<file path="src/rtl/switch_led_ctrl.sv">
// Debounced switch bank driving a registered LED bank in direct, toggle, counter or walking-light mode.
// Define SWITCH_LED_SYNC_EN to put a 2-FF synchroniser in front of the debouncer.
module switch_led_ctrl #(
  parameter int WIDTH           = 8,
  parameter int DEBOUNCE_CYCLES = 1000000,
  parameter int STEP_CYCLES     = 25000000
) (
  input  logic             clk,
  input  logic             rst,
  input  logic [WIDTH-1:0] switch,
  input  logic [1:0]       mode,
  output logic [WIDTH-1:0] led,
  output logic [WIDTH-1:0] sw_db
);

  localparam int CNT_W  = (DEBOUNCE_CYCLES > 1) ? $clog2(DEBOUNCE_CYCLES) : 1;
  localparam int STEP_W = (STEP_CYCLES > 1) ? $clog2(STEP_CYCLES) : 1;

  localparam logic [CNT_W-1:0]  CNT_LAST  = CNT_W'(DEBOUNCE_CYCLES - 1);
  localparam logic [CNT_W-1:0]  CNT_ONE   = CNT_W'(1);
  localparam logic [STEP_W-1:0] STEP_LAST = STEP_W'(STEP_CYCLES - 1);
  localparam logic [STEP_W-1:0] STEP_ONE  = STEP_W'(1);
  localparam logic [WIDTH-1:0]  LED_ONE   = WIDTH'(1);

  typedef enum logic [1:0] {
    MODE_DIRECT  = 2'd0,
    MODE_TOGGLE  = 2'd1,
    MODE_COUNTER = 2'd2,
    MODE_WALK    = 2'd3
  } mode_e;

  logic [WIDTH-1:0]  w_raw;
  logic [CNT_W-1:0]  r_cnt [WIDTH];
  logic [WIDTH-1:0]  r_swDb;
  logic [WIDTH-1:0]  r_rise;
  logic [WIDTH-1:0]  r_led;
  logic [1:0]        r_modeQ;
  logic [STEP_W-1:0] r_step;
  mode_e             w_mode;

`ifdef SWITCH_LED_SYNC_EN
  logic [WIDTH-1:0] r_sync1;
  logic [WIDTH-1:0] r_sync2;

  always_ff @(posedge clk) begin
    if (rst) begin
      r_sync1 <= '0;
      r_sync2 <= '0;
    end else begin
      r_sync1 <= switch;
      r_sync2 <= r_sync1;
    end
  end

  assign w_raw = r_sync2;
`else
  assign w_raw = switch;
`endif

  // A bit is accepted only after DEBOUNCE_CYCLES consecutive samples that disagree with sw_db.
  always_ff @(posedge clk) begin
    if (rst) begin
      r_swDb <= '0;
      r_rise <= '0;
      for (int i = 0; i < WIDTH; i++) begin
        r_cnt[i] <= '0;
      end
    end else begin
      for (int i = 0; i < WIDTH; i++) begin
        r_rise[i] <= 1'b0;
        if (w_raw[i] == r_swDb[i]) begin
          r_cnt[i] <= '0;
        end else if (r_cnt[i] == CNT_LAST) begin
          r_cnt[i]  <= '0;
          r_swDb[i] <= w_raw[i];
          r_rise[i] <= w_raw[i];
        end else begin
          r_cnt[i] <= r_cnt[i] + CNT_ONE;
        end
      end
    end
  end

  assign w_mode = mode_e'(mode);

  // A mode change reloads the LEDs and suppresses that cycle's normal update.
  always_ff @(posedge clk) begin
    if (rst) begin
      r_led   <= '0;
      r_modeQ <= '0;
      r_step  <= '0;
    end else begin
      r_modeQ <= mode;
      if (mode != r_modeQ) begin
        r_step <= '0;
        case (w_mode)
          MODE_DIRECT:  r_led <= r_swDb;
          MODE_WALK:    r_led <= LED_ONE;
          default:      r_led <= '0;
        endcase
      end else begin
        r_step <= '0;
        case (w_mode)
          MODE_DIRECT:  r_led <= r_swDb;
          MODE_TOGGLE:  r_led <= r_led ^ r_rise;
          MODE_COUNTER: begin
            if (r_rise[0]) begin
              r_led <= r_led + LED_ONE;
            end
          end
          MODE_WALK: begin
            if (r_step == STEP_LAST) begin
              if (r_swDb[0]) begin
                r_led <= {r_led[0], r_led[WIDTH-1:1]};
              end else begin
                r_led <= {r_led[WIDTH-2:0], r_led[WIDTH-1]};
              end
            end else begin
              r_step <= r_step + STEP_ONE;
            end
          end
          default: r_led <= r_led;
        endcase
      end
    end
  end

  assign led   = r_led;
  assign sw_db = r_swDb;

endmodule
</file>
<file path="config.mk">
export PLATFORM = sky130hd
export DESIGN_NAME = switch_led_ctrl
export DESIGN_NICKNAME = d
export VERILOG_FILES = /design/src/rtl/switch_led_ctrl.sv
export SDC_FILE = /design/constraint.sdc
export NUM_CORES = 1
export LEC_CHECK = 0
export BUFFER_PORTS_ARGS = -buffer_cell sky130_fd_sc_hd__buf_2
export CORE_MARGIN = 5
export CORE_UTILIZATION = 35
export DETAILED_ROUTE_END_ITERATION = 8
export PLACE_DENSITY = 0.47
export SLEW_MARGIN = 5
export SYNTH_ARGS = -nofsm -noshare
export SYNTH_HDL_FRONTEND = slang
export SYNTH_SLANG_ARGS = --single-unit
</file>
<file path="constraint.sdc">
create_clock -name clk -period 2.2 [get_ports clk]
set_input_delay 0.33 -clock clk [delete_from_list [all_inputs] [get_ports clk]]
set_output_delay 0.33 -clock clk [all_outputs]
set_load 0.01 [all_outputs]
</file>
==> results.py <==
metrics = {
    "routing": {
        "highest-signal-layer": "met5",
        "met3RoutedLength_um": 805,
        "ant_nets": 0,
        "totalWireLength_um": 22600,
        "drt-pass1-iter-count": 4,
        "wl_met2_um": 10200,
        "routedWlPerCell_um": 12.9,
        "wirelength_met1_um": 11200,
        "vias_per_cell": 4.66,
        "drtIter0Drc": 443,
        "detail_route.drc_violations": 0,
        "routed-via-count": 8151,
    },
    "yosys": {
        "number_of_flops_mapped_to_enable_cells_by_yosys": 160,
        "synth_top_cells_by_count": "232 x nor2_1, 160 x edfxtp_1, 90 x xnor2_1, 90 x xor2_1, 80 x nand3_1",
        "syn_inst": 1103,
        "yosys_warnings": 0,
        "synthFlopType": "edfxtp_1",
        "most_area_consuming_cells_after_synthesis": "edfxtp_1 43%, dfxtp_1 9.1%, nor2_1 7.7%",
        "synth_seq_cells": 211,
        "ys_async_sr_fraction_pct": 0,
        "post_synth_num_cell_types": 59,
        "synth.cell_area_um2": 11300,
        "synthesis.area_per_instance_um2": 10.2,
        "synth_seq_area_share_pct": 51.7,
        "synth_top_cell_by_area": "edfxtp_1",
        "yosys.cell_count.top_type": "nor2_1",
        "synthDominantCellAreaShare_pct": 42.7,
    },
    "timing": {
        "timing.slew.headroom_pct": 61.2,
        "period_needed_ns": 2.05,
        "finalMaxSlewViolations": 0,
        "fin_setup_tns_ns": 0,
        "worstMarginPinSlew_ns": 0.579,
        "period_share_pct": 93.4,
        "setup_viol": 0,
        "worst_clock_skew_on_the_final_layout_ns": 0.00431,
        "timing.fmax_mhz": 487,
        "setup_ws_ns": 0.146,
        "number_of_hold_violations_in_the_final_report": 0,
        "grt_setup_unrepaired": "no",
    },
    "clocking": {
        "clockBufferDepth": 3,
        "clock_network_latency_to_the_later_pin_of_the_worst_skew_pair_ns": 0.52,
        "cts.sinks": 211,
        "cts_root_buffer": "clkbuf_16",
        "cts_inserted_buffers": 26,
        "cts.htree.levels": 1,
        "tritoncts": "done",
        "clk_pin_slew_ns": 0.05,
    },
    "global_routing": {
        "gr-total-overflow": 0,
        "grt_pass1_vias": 8101,
        "first_pass_grt_wire_length_um": 39100,
        "grt_use_total_pct": 12.7,
        "antenna_found_initial": 1,
        "grt_start_max_net_pins": 25,
    },
    "min_path": {
        "hold_path_class": "in -> reg",
    },
    "die": {
        "design.die.area_um2": 35900,
        "floorplan.die.height_um": 189,
        "fp.coreArea_um2": 31600,
        "initial_cell_density_of_the_core_pct": 35.6,
        "floorplan.rows": 65,
        "die_w_um": 189,
        "boundaryPins": 28,
    },
    "final_layout": {
        "final_util_pct": 42.9,
        "num-nets-final": 1356,
        "ant_cells": 0,
        "area.growth.synth_to_final_pct": 20.4,
        "post_route_cells_drive_above_1_share_pct": 9.35,
    },
    "critical_path": {
        "critical_path_arrival_ns": 2.33,
        "worstSetupPathType": "reg -> reg",
        "timing.critical_path.cells": "ha_1, and4_1, nand2_1, nor4_1, buf_4, or3_1, buf_12, nor2_1",
        "critPathRequiredTime_ns": 2.47,
        "critical_path.endpoint_type": "register",
        "start_kind": "register",
        "critical-path-slowest-cell": "edfxtp_1",
        "crit_path_max_fo": 20,
        "critical_path.max_stage_delay_ns": 0.39,
    },
    "placed_design": {
        "pre_cts_slack_ns": 0.0492,
        "routabilityCongestion": 0.754,
        "numPortBuffers": 27,
        "final_hpwl_dp_um": 16100,
    },
    "run": {
        "max_cap_viols": 0,
    },
    "status": {
        "status": "finished, final reports clean",
    },
    "pwr": {
        "power_density_nw_per_um2": 675,
        "design_power_total_uw": 9160,
        "irDropWorstVdd_v": 0.000475,
        "p_leak_uw": 0.00494,
    },
}
## sequential cells by signal (all words and copies together) (netlist names)
| name | flops |
|---|---|
| sw_db | 8 |
| led | 8 |
| r_cnt | 160 |
| r_rise | 8 |
| r_modeQ | 2 |
| r_step | 25 |
## report_power, final
part	internal [uW]	leakage (uW)	switching (uW)
Sequential	4470	0.00206	175
Combinational	229	0.00250	313
Clock	2370	0.000387	1600
Total	7070	0.00494	2090
## critical path, delay by kind of cell (launching register included)
kind                       cells  cell delay (ns)
DFF                            1             0.39
adders and majority gates      1             0.21
buffers and inverters          2             0.34
and+or+nand+nor                5             0.85
## cell families after synthesis
group	Yosys count	share of synthesized area, %
adders and majority gates	15	1.67
other	1	0.0333
DFF	211	51.7
AOI/OAI and AO/OA	55	3.57
and+or+nand+nor	567	25.5
buffers and inverters	61	2.26
muxes	13	1.23
xor gates and xnor gates	180	14.0
## layout make-up
type	instances	area (um2)
multi-input cells	990	5800
flip-flops and latches	211	5830
well taps	402	503
clock buffers	41	768
fillers	3106	18100
clock inverters	6	25.0
repair buffers	70	533
inverters	30	113
## final timing paths
path,from,end,slack [ns],depth (start not counted)
worst max-delay path,r_cnt[0][60]$_SDFFCE_PN0P_,r_cnt[0][72]$_SDFFCE_PN0P_,0.15,8
worst min-delay path,switch[5],sw_db[5]$_SDFFE_PP0P_,0.08,3
worst max register to register,r_cnt[0][60]$_SDFFCE_PN0P_,r_cnt[0][72]$_SDFFCE_PN0P_,0.15,8
worst min register to register,r_step[0]$_SDFF_PP0_,r_step[0]$_SDFF_PP0_,0.50,1
## through the flow
stage / area (um2) / std cells / hold slack [ns]
floorplan: 11900 / 1262 / 0.449
detailed placement: 12800 / 1703 / 0.500
global placement: 12800 / 1703 / 0.489
global route: 13600 / 1750 / 0.0773
finish: 13600 / 1750 / 0.0798
CTS: 13500 / 1750 / 0.0497
## placed cells by master (no fill, tap or decap), types with 27 or more instances in the layout
master	instances
nor2_1	232
clkbuf_16	27
and3_1	32
dfxtp_1	51
xor2_1	90
nand3_1	80
xnor2_1	90
edfxtp_1	160
conb_1	160
buf_2	27
buf_4	37
nand4_1	39
inv_1	30
nand2_1	60
## repair_timing
| action | in CTS | in global routing |
|---|---|---|
| resized for setup | 0 | 2 |
| setup buffers | 0 | 0 |
| setup endpoints to repair | 0 | 23 |
| hold buffers | 0 | 0 |
## layer usage
layer | up-vias | track usage, %
met2 | 79 | 21.0
met4 | 2 | 3.17
met5 | - | 0
li1 | 4249 | -
met3 | 32 | 2.30
met1 | 3789 | 17.5
(Power assumes the default switching activity.)
